### src/rtl/mux4_rr_arbiter.sv
// Round-robin arbiter sharing one N-bit valid/ready channel among 4 requesters.
// A grant is held for one burst, which ends on the owner's last beat or after
// MAX_BEATS accepted beats. One IDLE cycle always separates consecutive bursts.
module mux4_rr_arbiter #(
  parameter int unsigned N         = 32,
  parameter int unsigned MAX_BEATS = 8
) (
  input  logic           clk,
  input  logic           rst,
  input  logic [3:0]     req,
  input  logic [3:0]     in_last,
  input  logic [4*N-1:0] in_data,
  output logic [3:0]     in_ready,
  output logic [3:0]     gnt,
  output logic [1:0]     sel,
  output logic           busy,
  output logic           out_valid,
  output logic [N-1:0]   out_data,
  output logic           out_last,
  input  logic           out_ready
);

  localparam int unsigned CW = $clog2(MAX_BEATS) + 1;

  typedef enum logic {IDLE, BUSY} state_e;

  state_e        state_q;
  logic [1:0]    ptr_q;
  logic [1:0]    sel_q;
  logic [3:0]    gnt_q;
  logic [CW-1:0] cnt_q;

  logic [1:0]    win_d;
  logic [1:0]    scan_idx;
  logic          acc;
  logic          cap_hit;

  // Winner search: scan from the highest offset down so the lowest offset
  // from ptr (i.e. first in round-robin order) is the last one to assign.
  always_comb begin
    win_d    = ptr_q;
    scan_idx = ptr_q;
    for (int unsigned k = 4; k > 0; k--) begin
      scan_idx = ptr_q + 2'(k - 1);
      if (req[scan_idx]) win_d = scan_idx;
    end
  end

  // Datapath mux and handshake, all driven from the registered select.
  always_comb begin
    cap_hit   = (cnt_q == CW'(MAX_BEATS - 1));
    out_valid = (state_q == BUSY) & req[sel_q];
    out_data  = (state_q == BUSY) ? in_data[32'(sel_q)*N +: N] : '0;
    out_last  = out_valid & (in_last[sel_q] | cap_hit);
    acc       = out_valid & out_ready;
    in_ready  = gnt_q & {4{acc}};
  end

  assign gnt  = gnt_q;
  assign sel  = sel_q;
  assign busy = (state_q == BUSY);

  // Arbitration FSM: grant on the edge after a request is seen in IDLE,
  // hold through stalls, release on the last accepted beat.
  always_ff @(posedge clk) begin
    if (rst) begin
      state_q <= IDLE;
      ptr_q   <= '0;
      sel_q   <= '0;
      gnt_q   <= '0;
      cnt_q   <= '0;
    end else begin
      case (state_q)
        IDLE: begin
          if (|req) begin
            gnt_q   <= 4'b0001 << win_d;
            sel_q   <= win_d;
            cnt_q   <= '0;
            state_q <= BUSY;
          end
        end
        BUSY: begin
          if (acc) begin
            if (out_last) begin
              state_q <= IDLE;
              gnt_q   <= '0;
              ptr_q   <= sel_q + 2'd1;
            end else begin
              cnt_q <= cnt_q + CW'(1);
            end
          end
        end
        default: state_q <= IDLE;
      endcase
    end
  end

endmodule

### config.mk
export PLATFORM = sky130hd
export DESIGN_NAME = mux4_rr_arbiter
export DESIGN_NICKNAME = d
export VERILOG_FILES = /design/src/rtl/mux4_rr_arbiter.sv
export SDC_FILE = /design/constraint.sdc
export NUM_CORES = 1
export LEC_CHECK = 0
export CELL_PAD_IN_SITES_DETAIL_PLACEMENT = 0
export CELL_PAD_IN_SITES_GLOBAL_PLACEMENT = 1
export CORE_ASPECT_RATIO = 1.2
export CORE_UTILIZATION = 20
export DETAILED_ROUTE_END_ITERATION = 6
export PLACE_DENSITY_LB_ADDON = 0.1
export SKIP_CTS_REPAIR_TIMING = 1
export SLEW_MARGIN = 20
export SYNTH_ARGS = -nofsm -noshare
export SYNTH_HDL_FRONTEND = slang
export SYNTH_SLANG_ARGS = --single-unit
### constraint.sdc
create_clock -name clk -period 2.2 [get_ports clk]
set_clock_uncertainty 0.15 [all_clocks]
set_input_delay 0.22 -clock clk [delete_from_list [all_inputs] [get_ports clk]]
set_output_delay 0.22 -clock clk [all_outputs]
set_load 0.03 [all_outputs]
==> out/results.tsv, run 1 <==
stage	metric	value	unit
pwr	leakage	1.703	nW
global_route	overflow	0	
sta	fin_crit	2139	ps
cells_and_area	antenna-diode-count	0	
cells_and_area	design_area	4040	µm²
cells_and_area	final_cell_mix	clkdlybuf4s50_1 (144), and2_1 (36), mux4_2 (34), buf_4 (33), dlymetal6s2s_1 (12)	
critical_path	r2r-start	sel[0]	
cts	clk_path_buf_depth	2	
sta	slew_headroom	0.6112	
pwr	switchingPower	447.3	µW
synthesis	avgSynthCellArea	11.09	µm²
global_route	grt_max_degree	26	
detailed_routing	drtIter0Drc	65	
synthesis	synth-main-ff-cell	dfxtp_1	
global_route	grt_pass1_wl	12250	µm
sta	holdWs	345.3	ps
die	die_x	89.60	µm
cells_and_area	fillers	850	
cts	cts-buffers-inserted	3	
synthesis	syn_nets	306	
sta	post-route-period-util	0.9724	
synthesis	async_flop_share	0	
detailed_routing	routedWlPerCell	17.63	µm
die	chipHeight	107.1	µm
pwr	p_clk_frac	0.168	
synthesis	synth_edf_count	0	
global_route	antenna_found_initial	0	
cells_and_area	area_growth	119.4	%
cts	root_buffer	clkbuf_8	
sta	finalWorstSetupSlack	60.73	ps
sta	hold_violations	0	
critical_path	cp_max_fo	6	
detailed_routing	ant_nets	0	
pwr	p_sw_frac	0.3382	
critical_path	worst-setup-path-type	flip-flop to primary output	
synthesis	synth_cell_types	43	
flow_run	cap_violations	0	
cells_and_area	fin_nets	508	
pwr	internal-power	875.3	µW
critical_path	startpoint_type	flip-flop	
die	initial_utilization	0.2050	
worst_hold_path	min_path_type	flip-flop to flip-flop	
worst_hold_path	hp-start	gnt[2]	
detailed_routing	wirelength	8587	µm
outcome	status	finished clean	
pwr	powerDensity	327.4	nW/µm²
pwr	pwr-share-seq	0.194	
place	gp_congestion	0.7966	
synthesis	ys_ff_latch	13	
sta	rsz0062_at_grt	yes	
place	hpwl	7071	µm
cells_and_area	finish.utilization	0.4496	
critical_path	crit_path_end_kind	primary output	
place	portBuffers	183	
cts	tritoncts	yes	
die	io_pins	184	
critical_path	cp-startpoint	sel[0]	
pwr	pwr-share-comb	0.637	
synthesis	synth_area	1842	µm²
detailed_routing	num_vias	2218	
detailed_routing	drc	0	
pwr	vdd_drop_max	0.0003196	V
detailed_routing	vias_per_cell	4.554	
sta	worstMarginPinSlew	581.3	ps
sta	slew_violations	0	
synthesis	ys_seq_area_frac	0.1413	
synthesis	synthCells	166	
critical_path	worstPathArrival	1770	ps
die	die_area	9598	µm²
cts	cts_sinks	13	
place	dpl_cell_area	3887	µm²
synthesis	yosysWarnings	0	
cts	h-tree-depth	1	
place	post-place-ws	-192.1	ps
cells_and_area	layout-drive-gt1-share	0.2916	
sta	max_freq	467.4	MHz
cells_and_area	layout_commonest_cell	clkdlybuf4s50_1	
die	core_area	8986	µm²
cts	clk_pin_slew	60	ps
cts	clock_latency	240	ps
global_route	groute.usage.overall	0.1696	
sta	finalSetupTns	0	ps
global_route	grt_pass1_vias	2184	
detailed_routing	firstDrtPassIters	4	
die	row_count	38	
critical_path	critPathRequiredTime	1830	ps
sta	setup_viol	0	
## worst max-delay path, stage by stage (launching register included)
cell	delay [ps]
dfxtp_4	400
buf_12	120
buf_8	110
mux4_2	540
o211a_1	160
buf_2	180
## cell usage after synthesis (2+ instances only)
library cell  number  share of area
buf_4              3          0.012
nor2b_1            4          0.014
nor2_1             2         0.0041
a21oi_1            6          0.016
a31oi_1            2         0.0068
dfxtp_1           13           0.14
o211a_1            2          0.011
o21ai_0            5          0.014
o32ai_1            4          0.019
and2_1            37           0.13
buf_1              2         0.0041
mux4_2            34           0.42
a21oi_2            2         0.0095
and3b_1            2         0.0095
o21a_1             3          0.012
and3_1             2         0.0068
nand2_1            2         0.0041
clkbuf_1           5          0.010
buf_2              2         0.0054
inv_1              3         0.0061
buf_6              2          0.012
nand2b_1           6          0.020
or3_1              3          0.010
## final cells by class
cell class | instances | area (µm²) | share of cell area
inverters | 3 | 11.26 | 0.002787
repair buffers | 211 | 2062 | 0.5104
flip-flops and latches | 13 | 267.8 | 0.06627
multi-input cells | 136 | 1503 | 0.3719
clock inverters | 1 | 5.005 | 0.001239
well taps | 120 | 150.1 | 0.03716
clock buffers | 3 | 41.29 | 0.01022
## per-layer routing
metal | GRT usage | vias to the layer above | part of all wire
met5 | 0 | - | 0
met4 | 0.02041 | 0 | 0.0030
met3 | 0.03772 | 2 | 0.10
met1 | 0.1857 | 1064 | 0.38
li1 | - | 1061 | -
met2 | 0.3301 | 91 | 0.52
## cell families (layout without fill, tap and decap cells)
kind of cell / Yosys count / in the layout / share of synthesized area
AO/OA/AOI/OAI: 32 / 32 / 0.1352
XOR/XNOR: 1 / 1 / 0.004756
adder cells (fa/ha/maj): 1 / 1 / 0.006792
buffers and inverters: 17 / 218 / 0.05027
flip-flops: 13 / 13 / 0.1413
multiplexers: 36 / 36 / 0.4300
AND/OR/NAND/NOR: 66 / 66 / 0.2317
## worst paths after layout
kind / slack (ps) / to / depth (start not counted)
worst max register to register: 210 / cnt_q[0] / 7
worst min-delay path: 350 / gnt[2] / 2
worst min register to register: 350 / gnt[2] / 2
worst max-delay path: 60 / out_last / 5
## registers in the layout, indices dropped and copies added (netlist names)
| name | count |
|---|---|
| sel | 2 |
| cnt_q | 4 |
| busy | 1 |
| ptr_q | 2 |
| gnt | 4 |
## power groups by stage
stage / Sequential, mW / Clock, mW / Combinational [mW]
CTS: 0.259 / 0.222 / 0.843
detailed placement: 0.264 / 0 / 0.839
global route: 0.259 / 0.241 / 0.898
finish: 0.257 / 0.223 / 0.843
floorplan: 0.276 / 0 / 0.380
global placement: 0.264 / 0 / 0.835
## through the flow
step,power (mW),instances
2_1_floorplan,0.6560,166
3_3_place_gp,1.099,477
3_5_place_dp,1.103,477
4_1_cts,1.325,481
5_1_grt,1.398,487
6_report,1.323,487
No activity file was read; power rests on OpenSTA's default activity.
==> run 2, diff against run 1 <==
--- a/config.mk
+++ b/config.mk
@@ -10,7 +10,7 @@
 export CORE_ASPECT_RATIO = 1.2
 export CORE_UTILIZATION = 20
 export DETAILED_ROUTE_END_ITERATION = 6
-export PLACE_DENSITY_LB_ADDON = 0.1
+export PLACE_DENSITY = 0.79
 export SKIP_CTS_REPAIR_TIMING = 1
 export SLEW_MARGIN = 20
 export SYNTH_ARGS = -nofsm -noshare
==> run 2 against run 1 <==
Net effect:
- final area decreased by 0.87%
- hold slack improved by 6.6 ps
- critical path depth increased by 1
- sequential power about the same
- first-iteration DRC count decreased by 48%
- clock power decreased by 6%
- largest cell class unchanged
- highest routed layer unchanged
==> out/results.tsv, run 2 (synthesis results as in run 1) <==
stage	metric	value	unit
critical_path	crit_path_end_kind	primary output	
cts	clock_latency	240	ps
detailed_routing	vias_per_cell	4.662	
worst_hold_path	whs_endpoint	cnt_q[1]	
pwr	pwr-share-seq	0.197	
critical_path	worst-setup-path-type	flip-flop to primary output	
pwr	p_sw_frac	0.3300	
detailed_routing	firstDrtPassIters	4	
place	post-place-ws	-51.22	ps
sta	max_freq	456.5	MHz
die	core_area	8986	µm²
critical_path	startpoint_type	flip-flop	
worst_hold_path	holdPathStages	2	
detailed_routing	drtIter0Drc	34	
critical_path	worstPathArrival	1820	ps
place	portBuffers	183	
cells_and_area	layout_commonest_cell	clkdlybuf4s50_1	
cells_and_area	finish.utilization	0.4457	
pwr	switchingPower	428.6	µW
pwr	p_clk_frac	0.161	
global_route	grt_use_met1	0.1651	
sta	post-route-period-util	0.9958	
global_route	antenna_found_initial	0	
die	chipHeight	107.1	µm
cells_and_area	layout-drive-gt1-share	0.2612	
die	row_count	38	
cells_and_area	final_cell_mix	clkdlybuf4s50_1 (144), mux4_2 (34), and2_1 (33), buf_4 (19), dlymetal6s2s_1 (17)	
critical_path	r2r-end	cnt_q[3]	
sta	slew_headroom	0.6253	
worst_hold_path	hp-start	cnt_q[1]	
cts	h-tree-depth	1	
die	io_pins	184	
pwr	vdd_drop_max	0.0003800	V
cells_and_area	antenna-diode-count	0	
global_route	grt_pass1_vias	2244	
pwr	finalPower	1.299	mW
sta	finalWorstSetupSlack	9.323	ps
worst_hold_path	min_path_type	flip-flop to flip-flop	
sta	slew_violations	0	
global_route	gr-usage-met2	0.3057	
global_route	groute.usage.overall	0.1530	
sta	setup_viol	0	
critical_path	cp_max_fo	12	
die	die_x	89.60	µm
pwr	internal-power	870.3	µW
global_route	grt_pass1_wl	11190	µm
outcome	status	finished clean	
cts	clk_pin_slew	50	ps
critical_path	r2r-start	sel[0]	
detailed_routing	wirelength	7994	µm
detailed_routing	ant_nets	0	
cts	tritoncts	yes	
sta	finalSetupTns	0	ps
global_route	grt_max_degree	29	
flow_run	cap_violations	0	
sta	worstMarginPinSlew	560.3	ps
pwr	leakage	1.722	nW
critical_path	r2r_cells	7	
detailed_routing	drc	0	
cts	clk_path_buf_depth	2	
sta	rsz0062_at_grt	yes	
pwr	powerDensity	324.3	nW/µm²
critical_path	critPathRequiredTime	1830	ps
detailed_routing	routedWlPerCell	16.79	µm
die	die_area	9598	µm²
sta	fin_crit	2191	ps
cells_and_area	area_growth	117.5	%
global_route	grt-busiest-layer	met2	
cells_and_area	fillers	843	
critical_path	r2r_slack	130	ps
cells_and_area	layoutNonFillerInstCount	476	
global_route	met3_usage	0.02232	
detailed_routing	num_vias	2219	
sta	hold_violations	0	
die	initial_utilization	0.2050	
cts	root_buffer	clkbuf_8	
global_route	overflow	0	
cts	cts-buffers-inserted	3	
place	gp_congestion	0.7740	
place	hpwl	6368	µm
pwr	pwr-share-comb	0.642	
place	post-place-cells	463	
cts	cts_sinks	13	
cells_and_area	fin_nets	497	
## run 2: cell types whose count changed in the layout (fill, tap and decap cells not counted), moves of 2 or more
cell            change
and2_1              -3
and2_4              +3
buf_12              +3
buf_4              -14
buf_6               -5
buf_8               -2
clkbuf_2            +2
dlymetal6s2s_1      +5
## run 2: critical path, cell delays in order, from the launching register on
cell and delay (ps):
dfxtp_4 360, buf_12 120, buf_12 140, mux2_4 330, a22o_4 300, and2_1 170, buf_4 160
## run 2: power groups by stage
stage	logic (mW)	registers, mW	clock network, mW
floorplan	0.380	0.276	0
global placement	0.816	0.261	0
detailed placement	0.823	0.262	0
CTS	0.828	0.257	0.215
global route	0.890	0.257	0.227
finish	0.834	0.256	0.209
## run 2: per-layer routing
metal / up-vias / share of wire
met3: 8 / 0.087
met2: 106 / 0.55
met5: - / 0
li1: 1041 / -
met1: 1064 / 0.35
met4: 0 / 0.012
## run 2: final cells by class
class / instances / area, µm² / share of cell area
Timing Repair Buffer: 200 / 2023 / 0.5052
Tap cell: 120 / 150.1 / 0.03749
Inverter: 3 / 11.26 / 0.002812
Multi-Input combinational cell: 136 / 1510 / 0.3771
Clock buffer: 4 / 45.04 / 0.01125
Sequential cell: 13 / 265.3 / 0.06623
## run 2: worst max-delay path by stage
stage | start | to | slack, ps | cells after the start
final | sel[0] | in_ready[2] | 9 | 6
after global routing | sel[0] | out_data[0] | -70 | 6
after CTS | sel[0] | in_ready[2] | -310 | 6
after detailed placement | in_data[96] | out_data[0] | -50 | 4
after global placement | in_data[96] | out_data[0] | -50 | 4
after floorplan | sel[0] | out_data[10] | 70 | 4
## run 2: stage by stage
stage               hold WS, ps  instance area [µm²]
detailed placement        340.1                 3822
floorplan                 239.8                 1842
global placement          318.3                 3822
finish                    351.8                 4005
CTS                       353.9                 3867
global route              385.1                 4005
